**config.mk**
```make
export PLATFORM = sky130hd
export DESIGN_NAME = fetch_pc_stage
export DESIGN_NICKNAME = d
export VERILOG_FILES = /design/src/rtl/fetch_pkg.sv /design/src/rtl/fetch_pc_stage.sv
export SDC_FILE = /design/constraint.sdc
export NUM_CORES = 1
export LEC_CHECK = 0
export ABC_AREA = 1
export CAP_MARGIN = 10
export CORE_MARGIN = 2
export CORE_UTILIZATION = 35
export DETAILED_ROUTE_END_ITERATION = 16
export PLACE_DENSITY_LB_ADDON = 0.12
export SLEW_MARGIN = 20
export SYNTH_ARGS = -nofsm -noshare
export SYNTH_HDL_FRONTEND = slang
export SYNTH_SLANG_ARGS = --single-unit
```
**constraint.sdc**
```tcl
create_clock -name clk -period 5.37 [get_ports clk]
set_input_delay 1.074 -clock clk [delete_from_list [all_inputs] [get_ports clk]]
set_output_delay 1.074 -clock clk [all_outputs]
set_load 0.01 [all_outputs]
```
**src/rtl/fetch_pkg.sv**
```systemverilog
// rtl/fetch_pkg.sv - shared types and defaults for the instruction-fetch PC stage.
package fetch_pkg;

  typedef logic [31:0] word_t;
  typedef logic [1:0]  state_t;

  localparam state_t FETCH = 2'd0;
  localparam state_t HOLD  = 2'd1;
  localparam state_t FLUSH = 2'd2;
  localparam state_t HALT  = 2'd3;

  localparam word_t       DEF_RESET_PC  = 32'h0000_0000;
  localparam word_t       DEF_NOP_INSTR = 32'h0000_0000;
  localparam int unsigned DEF_PC_STEP   = 4;

endpackage

```
**src/rtl/fetch_pc_stage.sv**
```systemverilog
// rtl/fetch_pc_stage.sv - PC owner: issues word fetches and hands instructions to decode.
// Optional FETCH_MISALIGN_TRAP_EN adds fetch_misalign and a HALT state on misaligned redirects.
module fetch_pc_stage
  import fetch_pkg::*;
#(
  parameter word_t       RESET_PC  = DEF_RESET_PC,
  parameter int unsigned PC_STEP   = DEF_PC_STEP,
  parameter word_t       NOP_INSTR = DEF_NOP_INSTR
) (
  input  logic        clk,
  input  logic        rst_n,
  output logic        imem_req,
  output logic [31:0] imem_addr,
  input  logic        imem_ack,
  input  logic [31:0] imem_rdata,
  input  logic        redirect_valid,
  input  logic [31:0] redirect_target,
  output logic        id_valid,
  input  logic        id_ready,
  output logic [31:0] id_instr,
  output logic [31:0] id_pc,
  output logic [31:0] id_pc_plus4
`ifdef FETCH_MISALIGN_TRAP_EN
  ,
  output logic        fetch_misalign
`endif
);

  localparam word_t STEP = word_t'(PC_STEP);

  state_t state_q, state_d;
  word_t  pc_q, pc_d;
  word_t  target_q, target_d;
  word_t  addr_q, addr_d;
  word_t  instr_q, instr_d;
  word_t  idpc_q, idpc_d;
  word_t  idpc4_q, idpc4_d;
  logic   req_q, req_d;
  logic   valid_q, valid_d;
  logic   ack_v;
  word_t  tgt_in;

  // An ack only counts against a request the memory actually saw.
  assign ack_v = imem_ack & req_q;

`ifdef FETCH_MISALIGN_TRAP_EN
  logic trap_q, trap_d;
  assign tgt_in = redirect_target;
`else
  assign tgt_in = redirect_target & 32'hFFFF_FFFC;
`endif

  always_comb begin
    state_d  = state_q;
    pc_d     = pc_q;
    target_d = target_q;
    addr_d   = addr_q;
    instr_d  = instr_q;
    idpc_d   = idpc_q;
    idpc4_d  = idpc4_q;
    req_d    = req_q;
    valid_d  = valid_q;
    case (state_q)
      FETCH: begin
        if (redirect_valid) begin
          if (req_q && !imem_ack) begin
            target_d = tgt_in;
            state_d  = FLUSH;
          end else begin
            // Either nothing outstanding (request straight away) or the ack
            // just closed the old request (drop for one cycle first).
            pc_d   = tgt_in;
            addr_d = tgt_in;
            req_d  = !ack_v;
          end
        end else if (ack_v) begin
          instr_d = imem_rdata;
          idpc_d  = pc_q;
          idpc4_d = pc_q + STEP;
          valid_d = 1'b1;
          req_d   = 1'b0;
          state_d = HOLD;
        end else begin
          req_d  = 1'b1;
          addr_d = pc_q;
        end
      end
      HOLD: begin
        if (redirect_valid || id_ready) begin
          pc_d    = redirect_valid ? tgt_in : pc_q + STEP;
          addr_d  = pc_d;
          valid_d = 1'b0;
          instr_d = NOP_INSTR;
          req_d   = 1'b1;
          state_d = FETCH;
        end
      end
      FLUSH: begin
        if (redirect_valid) begin
          target_d = tgt_in;
        end
        if (ack_v) begin
          pc_d    = redirect_valid ? tgt_in : target_q;
          addr_d  = pc_d;
          req_d   = 1'b0;
          state_d = FETCH;
        end
      end
      default: begin
        req_d   = 1'b0;
        valid_d = 1'b0;
      end
    endcase
`ifdef FETCH_MISALIGN_TRAP_EN
    trap_d = trap_q;
    if (state_q != HALT && redirect_valid && (tgt_in[1:0] != 2'b00)) begin
      trap_d = 1'b1;
    end
    // A pending trap waits out any outstanding fetch in FLUSH, then halts.
    if (state_q != HALT && trap_d && state_d != FLUSH) begin
      state_d = HALT;
      req_d   = 1'b0;
      valid_d = 1'b0;
      instr_d = NOP_INSTR;
    end
`endif
  end

  always_ff @(posedge clk or negedge rst_n) begin
    if (!rst_n) begin
      state_q  <= FETCH;
      pc_q     <= RESET_PC;
      target_q <= RESET_PC;
      addr_q   <= RESET_PC;
      instr_q  <= NOP_INSTR;
      idpc_q   <= '0;
      idpc4_q  <= '0;
      req_q    <= 1'b0;
      valid_q  <= 1'b0;
    end else begin
      state_q  <= state_d;
      pc_q     <= pc_d;
      target_q <= target_d;
      addr_q   <= addr_d;
      instr_q  <= instr_d;
      idpc_q   <= idpc_d;
      idpc4_q  <= idpc4_d;
      req_q    <= req_d;
      valid_q  <= valid_d;
    end
  end

`ifdef FETCH_MISALIGN_TRAP_EN
  always_ff @(posedge clk or negedge rst_n) begin
    if (!rst_n) begin
      trap_q <= 1'b0;
    end else begin
      trap_q <= trap_d;
    end
  end
  assign fetch_misalign = trap_q;
`endif

  assign imem_req    = req_q;
  assign imem_addr   = addr_q;
  assign id_valid    = valid_q;
  assign id_instr    = instr_q;
  assign id_pc       = idpc_q;
  assign id_pc_plus4 = idpc4_q;

endmodule

```
# After elaboration in Yosys (flattened, before gate mapping)
# Index checks and enable logic that the tools add are counted.
[word_totals]
regBits = 196
in_bits = 69
wordCells = 75
[op_classes]
n_addsub = 1
eq_ne = 13
mux = 33
n_bitwise = 3
reduce_logical = 16
[ops]
columns = ["op", "n"]
rows = [
  ["$mux 32", 13],
  ["$pmux 32 s3", 2],
  ["$pmux 32 s2", 2],
  ["$add 32x3->32 const B", 1],
  ["$reduce_and 5->1", 3],
  ["$ne 2x2->1 const B", 7],
  ["$ne 3x3->1 const B", 4],
  ["$mux 2", 5],
  ["$reduce_and 3->1", 3],
  ["$mux 1", 8],
  ["$reduce_and 4->1", 2],
  ["$pmux 1 s3", 2],
  ["$pmux 2 s3", 1],
  ["$reduce_bool 2->1", 2],
  ["$reduce_bool 3->1", 1],
  ["$eq 2x1->1 const B", 1],
  ["$eq 2x2->1 const B", 1],
  ["$logic_not 1->1", 2],
  ["$logic_not 2->1", 1],
  ["$not 1->1", 2],
  ["$and 1x1->1", 1],
  ["$logic_and 1x1->1", 1],
  ["$logic_or 1x1->1", 1],
]

# Longest topological paths before layout
# Gate-level depths: netlist of the first run.
[depth]
ltp_word = 5
ltp_mapped = 12
mapped_depth_nobuf = 12

# Worst setup path after synthesis of the first run
# OpenSTA, ideal clock, no wires.
[synth_timing]
path_type = "input-to-reg"
startpoint = "input port imem_ack"
endpoint = "register target_q[21]"
setup_time_ns = 0.116
t_arrival_ns = 2.158
required_ns = 5.254
path_slack_ns = 3.096
stages = 8
cell_sequence = "or2_2 > or2_0 > o21ai_0 > nand2_1 > buf_2 > buf_2 > nand2_1 > nand2_1"
[synth_via]
elab_chain_len = 4
[synth_rtl]
columns = ["element", "line_no", "text"]
rows = [
  ["start, declared", "fetch_pc_stage.sv:14", "input logic imem_ack,"],
  ["$logic_not 1->1", "fetch_pc_stage.sv:66", "if (req_q && !imem_ack) begin"],
  ["$logic_and 1x1->1", "fetch_pc_stage.sv:66", ""],
  ["$ne 2x2->1 (no source line)", "--", ""],
  ["$reduce_and 3->1 (no source line)", "--", ""],
  ["end signal, assigned", "fetch_pc_stage.sv:143", "target_q <= target_d;"],
  ["end, declared", "fetch_pc_stage.sv:33", "word_t target_q, target_d;"],
]
# No other way between the ends.
# A chain may end at the register's enable or synchronous reset.

# Final worst setup path of the first run
[layout_timing]
startpoint = "input port redirect_valid"
endpoint = "register target_q[14]"
[layout_via]
elab_chain_len = 2
word_cells_on_any_way = 4
cone_classes = "eq/ne: 1; mux: 2; reduce/logical: 1"
[layout_rtl]
columns = ["element", "line_no", "text"]
rows = [
  ["start, declared", "fetch_pc_stage.sv:16", "input logic redirect_valid,"],
  ["$mux 32 or $ne 2x2->1 (tied branches)", "--", ""],
  ["$pmux 32 s2 or $reduce_and 3->1 (tied branches)", "--", ""],
]
# Parallel ways exist; a longest one is shown, timed or not.

==> metrics, run 1 <==
status completed; setup repair after global routing missed its margin false; path type of the worst min-delay path register to register; number of hold-repair buffers added at the cts stage 0; number of standard-cell rows in the floorplan 60; proportion of synthesized flip-flops having asynchronous set or reset 100.0%; Gate Count Post-Synth between 1000 and 1500; CP endpoint kind register; total congestion overflow after global routing 0; worst setup slack after layout 2272 ps; layout cells sized above 1 roughly 4.4%; Netlist cell types 31; portion of synthesized cell area occupied by the leading cell type 51.40%; Max VDD drop roughly 0.00047 V; post-route ant nets 0; Worst-Margin Slew 919.0 ps; clock tree from TritonCTS built; critical path launch point type input port; worst-case headroom to the max-slew limit around two fifths; critical-path cell with the highest stage delay sky130_fd_sc_hd__inv_1; detailed-route wire length around 31000 um; final clock skew around 19 ps; setup_tns 0 ps; Final Hold Viols 0; final worst path period share 57.70%; most numerous cell in the Yosys netlist sky130_fd_sc_hd__nand2_1; insertion delay to the later sink of the worst-skew pair 450 ps; DRC Markers 0; share of the yosys chip area belonging to registers about half; number of buffers on the longest clock path 2; total of warnings raised by yosys 0; post-cts gate resize count 0; leading register cell type out of synthesis sky130_fd_sc_hd__dfrtp_1; most common library cells after synthesis sky130_fd_sc_hd__nand2_1, sky130_fd_sc_hd__dfrtp_1, sky130_fd_sc_hd__a21oi_1; startpoint of the worst hold path id_pc[9]; detailed placement HPWL 19620 um; vertical die dimension 168.3 um; Routed wire per std cell about 17 um; crit path kind input port to register; final critical path time including I/O delays and setup roughly 3100 ps; worst reg-to-reg path cell count 9; static leakage power around 5.6 nW; CTS root buffer sky130_fd_sc_hd__clkbuf_16; Data arrival, critical path 3470 ps; fin. max-slew vios 0; Iteration-0 DRC Markers between 600 and 700; floorplan die width around 170 um; synth-to-layout area growth 29.93%; via count of the first global-routing pass ~8300; netlist area before placement about 0.0094 mm2; Worst Path Max Fanout 37; count of buffers from port buffering between 150 and 200; average size of a mapped cell approximately 7.7 um2; Max Cap Viol 0; number of vias in the routed layout 8756; Power, Total between 7 and 8 mW; Initial Util between 30% and 40%; number of register bits inferred by synthesis 194; number of setup violations in the final report 0; worst stage delay on the critical path just over 600 ps; Worst path most repeated cell sky130_fd_sc_hd__nand2_1; post-CTS setup buffer count 0; library cell with the largest summed area after synthesis sky130_fd_sc_hd__dfrtp_1; GR Util All Layers approximately 22%; Min-Delay Path Depth 2; depth of the CTS H-tree 4; First-pass DRT Iterations 7; top achievable clock speed between 0.3 and 0.4 GHz; number of enable flip-flop cells after synthesis 0; Final Wtd Congestion roughly 0.8; worst setup path startpoint redirect_valid; power per cell area between 600 and 700 mW/mm2; wire length of the first global-routing pass between 40000 and 50000 um; Clock Sink Count roughly 190; # nets final ~1500; DP Worst Slack between 1500 and 2000 ps; antenna violations before repair 1; Die Outline Area between 0.02 and 0.03 mm2; Net Count, Synth between 1000 and 1500; cell types with the largest area share after synthesis sky130_fd_sc_hd__dfrtp_1, sky130_fd_sc_hd__nand2_1, sky130_fd_sc_hd__a21oi_1; clock buffers created by TritonCTS 17; Worst R2R Start state_q[0]; placeable core area about 0.027 mm2; chain of cells forming the critical path buf_2, buf_4, nor2_2, inv_1, nand2_1, inv_1, buf_4, nand2_1, nand2_1; num ports just under 200; largest net degree at the start of global routing between 100 and 150; drt via density approximately 5; required time worst endpoint roughly 5800 ps; Filler Cell Count ~2700; Reg clk slew, reported paths roughly 70 ps
## placed cells by master, fill, tap and decap left out, types with 3 or more instances in the layout
| cell | netlist | routed |
|---|---|---|
| sky130_fd_sc_hd__inv_1 | 89 | 89 |
| sky130_fd_sc_hd__clkinv_4 | 0 | 4 |
| sky130_fd_sc_hd__nand2_1 | 355 | 354 |
| sky130_fd_sc_hd__inv_2 | 5 | 5 |
| sky130_fd_sc_hd__inv_6 | 0 | 3 |
| sky130_fd_sc_hd__nand3_1 | 59 | 59 |
| sky130_fd_sc_hd__a31oi_1 | 9 | 9 |
| sky130_fd_sc_hd__o21ai_0 | 128 | 128 |
| sky130_fd_sc_hd__and2_1 | 3 | 3 |
| sky130_fd_sc_hd__dfrtp_1 | 194 | 194 |
| sky130_fd_sc_hd__a22oi_1 | 7 | 7 |
| sky130_fd_sc_hd__buf_4 | 6 | 12 |
| sky130_fd_sc_hd__ha_1 | 5 | 5 |
| sky130_fd_sc_hd__bufinv_16 | 0 | 3 |
| sky130_fd_sc_hd__nor2_1 | 128 | 126 |
| sky130_fd_sc_hd__clkbuf_16 | 0 | 17 |
| sky130_fd_sc_hd__a21oi_1 | 148 | 148 |
| sky130_fd_sc_hd__xor2_1 | 13 | 13 |
| sky130_fd_sc_hd__nor2_2 | 3 | 5 |
| sky130_fd_sc_hd__clkdlybuf4s50_1 | 0 | 194 |
## routing by layer
metal  global-route usage, %  routed length (um)  vias to the layer above
li1                        -                   -                     4292
met1                   29.42               13710                     4104
met2                   35.00               14260                      325
met3                   3.926                1942                       35
met4                   6.934                 614                        0
met5                       0                   0                        -
## where the power goes
group | internal [mW] | switching (mW)
Combinational | 1.60 | 2.39
Sequential | 2.16 | 0.482
Clock | 0.757 | 0.612
Total | 4.51 | 3.48
## logic make-up after synthesis
| family | synth area share (%) |
|---|---|
| AOI/OAI and AO/OA | 16.44 |
| xor gates and xnor gates | 1.206 |
| and+or+nand+nor | 23.26 |
| DFF | 51.40 |
| adders and majority gates | 0.6624 |
| buffers and inverters | 7.022 |
## sequential cells by signal, indices dropped and copies added, names as in the netlist
signal,count
id_pc,32
state_q,2
id_pc_plus4,30
id_instr,32
pc_q,32
id_valid,1
target_q,32
imem_req,1
imem_addr,32
## worst max-delay path, delay by kind of cell
kind / cells / cell delay [ps]
buffers and inverters: 5 / 2060
and+or+nand+nor: 4 / 330
## final cells by class
| cell class | instances | area, um2 | area share (%) |
|---|---|---|---|
| well taps | 341 | 426.7 | 3.477 |
| inverters | 95 | 356.6 | 2.906 |
| clock inverters | 13 | 175.2 | 1.428 |
| multi-input cells | 873 | 3941 | 32.12 |
| diodes | 1 | 2.502 | 0.02039 |
| clock buffers | 19 | 442.9 | 3.610 |
| flip-flops and latches | 194 | 4855 | 39.56 |
| repair buffers | 209 | 2071 | 16.88 |
## metrics by stage
step / hold slack (ps) / instance area [um2] / cells / util (%)
global route: 499.2 / 12270 / 1744 / 45.90
detailed placement: 465.3 / 11650 / 1712 / 43.59
CTS: 485.1 / 12270 / 1744 / 45.90
floorplan: 449.1 / 9444 / 1230 / -
global placement: 462.9 / 11650 / 1712 / 43.59
finish: 481.1 / 12270 / 1745 / 45.91
## final timing paths
check                          endpoint  slack [ps]
max in group asynchronous      pc_q[18]        3590
setup / recovery           target_q[14]        2270
min in group asynchronous  id_instr[10]         730
hold reg to reg                id_pc[9]         480
hold / removal                 id_pc[9]         480
setup reg to reg           target_q[14]        2710
Power figures use the tool's default switching activity.
==> run 2: changes to the inputs <==
Clock period 5.37 ns to 2.6 ns, I/O delays scaled along.
==> run 2 against run 1 <==
Count of clock-buffer cells in the layout shrank 1. Combinational power grew 110%. Cell count grew 0.86%.
==> metrics, run 2 (synthesis gave the netlist of run 1 again) <==
status completed; chain of cells forming the critical path inv_1, ha_1, nand2_4, nor2_2, nor2_2, nand2_1, nor2_2, inv_2, buf_4, a21oi_1, a21oi_1; Finished Core Util 46.89% (+0.98 points); final worst path period share between 80% and 90%; setup_tns 0 ps (unchanged); static leakage power 5.752 nW (+2.4%); Max VDD drop 0.0009010 V (+91%); final clock skew 13.03 ps (-6.021 ps); # nets final 1482 (+1.2%); GR Util All Layers 21.82% (+0.22 points); antenna violations before repair 1 (unchanged); Worst path most repeated cell sky130_fd_sc_hd__nor2_2; Final Wtd Congestion 0.8545 (+4.0%); Clock Sink Count 194 (unchanged); Worst-Margin Slew 533.3 ps (-385.7 ps); insertion delay to the later sink of the worst-skew pair 430 ps (-20 ps); wire length of the first global-routing pass 48350 um (+1.8%); critical-path cell with the highest stage delay sky130_fd_sc_hd__dfrtp_1; number of buffers on the longest clock path 2 (unchanged); critical path launch point type register; num ports 199 (unchanged); number of standard-cell rows in the floorplan 60 (unchanged); depth of the CTS H-tree 4 (unchanged); Reg clk slew, reported paths 70 ps (about the same); synth-to-layout area growth 32.70%; worst setup slack after layout 400.3 ps (-1871 ps); fin. max-slew vios 0 (unchanged); clock tree from TritonCTS built; total congestion overflow after global routing 0 (unchanged); clock buffers created by TritonCTS 17 (unchanged); most common library cell in the layout ignoring fill and taps sky130_fd_sc_hd__nand2_1; Worst Path Max Fanout 19 (-49%); setup repair after global routing missed its margin false; number of diodes added for antenna fixing 0 (-1); count of buffers from port buffering 196 (unchanged); Filler Cell Count 2658 (-1.0%); drt via density 5.023 (+0.11%); startpoint of the worst hold path redirect_valid; required time worst endpoint 2950 ps (-2800 ps); CTS root buffer sky130_fd_sc_hd__clkbuf_16; Min-Delay Path Depth 3 (+1); placeable core area 0.02673 mm2 (unchanged); floorplan die width 168.3 um (unchanged); via count of the first global-routing pass 8579 (+3.6%); First-pass DRT Iterations 5 (-2); post-route ant nets 0 (unchanged); number of setup violations in the final report 0 (unchanged); top achievable clock speed about 0.45 GHz; layout cells sized above 1 5.356% (+0.94 points); largest net degree at the start of global routing 96 (-13%); worst setup path startpoint state_q[1]; Die Outline Area 0.02831 mm2 (unchanged); family of cells with the greatest summed delay on the critical path simple AND/OR/NAND/NOR gates; final critical path time including I/O delays and setup between 2000 and 2500 ps; leading cell types in the layout, fill and taps excluded sky130_fd_sc_hd__nand2_1, sky130_fd_sc_hd__dfrtp_1, sky130_fd_sc_hd__clkdlybuf4s50_1; path type of the worst min-delay path input port to register; Max Cap Viol 0 (unchanged); crit path kind register to register; worst-case headroom to the max-slew limit 64.45% (+26 points); worst reg-to-reg path cell count 11 (+2); Final Hold Viols 0 (unchanged); DP Worst Slack 288.9 ps (-1534 ps); detailed-route wire length 30470 um (-0.14%); vertical die dimension 168.3 um (unchanged); power per cell area 1353 mW/mm2 (+110%); DRC Markers 0 (unchanged); detailed placement HPWL 20880 um (+6.4%); CP endpoint kind register; number of vias in the routed layout 8841 (+0.97%); Routed wire per std cell 17.31 um (-1.0%); Worst R2R Start state_q[1]; Buf/Inv on CP 3 (-2); total number of cells along the worst setup path 11 (+2); Data arrival, critical path 2550 ps (-920 ps); Iteration-0 DRC Markers 713 (+8.0%); worst stage delay on the critical path 410 ps (-200 ps); Initial Util 35.34% (unchanged); Power, Total 16.95 mW (+110%)
==> run 2: cell types whose count changed in the layout (fill, tap and decap cells not counted), sizes merged <==
cell / delta
buf: +17
bufinv: +3
clkinv: -3
clkbuf: -1
diode: -1
dlygate4sd3: +1
inv: -1
==> run 2: final cells by class <==
type                       instances  area (um2)  area share, %
sequential                       194        4855          38.74
multi-input combinational        873        3939          31.43
timing repair buffer             227        2296          18.32
clock buffer                      18       429.2          3.425
tap                              341       426.7          3.405
inverter                          95       356.6          2.845
clock inverter                    12       230.2          1.837
==> run 2: tightest hold or removal path, stage by stage <==
cell	delay (ps)
sky130_fd_sc_hd__buf_2	130
sky130_fd_sc_hd__inv_2	110
sky130_fd_sc_hd__o31ai_1	90
==> run 2: routing by layer <==
layer  global-route usage [%]  wire (um)
met1                    29.18      13550
met2                    36.55      14470
met3                    4.537       2013
met4                    4.948        435
met5                        0          0
==> run 2: where the power goes <==
part / total (mW) / switching [mW] / internal (mW) / leakage [nW]
sequential: 5.46 / 1.00 / 4.46 / 2.40
clock: 3.03 / 1.22 / 1.81 / 0.319
combinational: 8.46 / 4.94 / 3.52 / 3.03
==> run 2: worst paths after layout <==
check	to	slack (ps)
max in group asynchronous	target_q[28]	1340
min in group asynchronous	id_instr[10]	560
max reg2reg	pc_q[19]	400
min	state_q[1]	460
min reg2reg	id_pc_plus4[12]	480
max	pc_q[19]	400
==> run 2: metrics by stage <==
step	cells	hold WS, ps	cell area, um2
after global placement	1729	461.8	11860
after global routing	1760	473.5	12530
after detailed placement	1729	461.6	11860
after floorplan	1230	224.4	9444
final	1760	456.6	12530
after CTS	1760	435.8	12530
==> run 2: timing repair <==
item,CTS,global route
hold endpoints to repair,6,0
buffers inserted,0,0
setup endpoints to repair,0,0
hold buffers,1,0
resized for setup,0,0
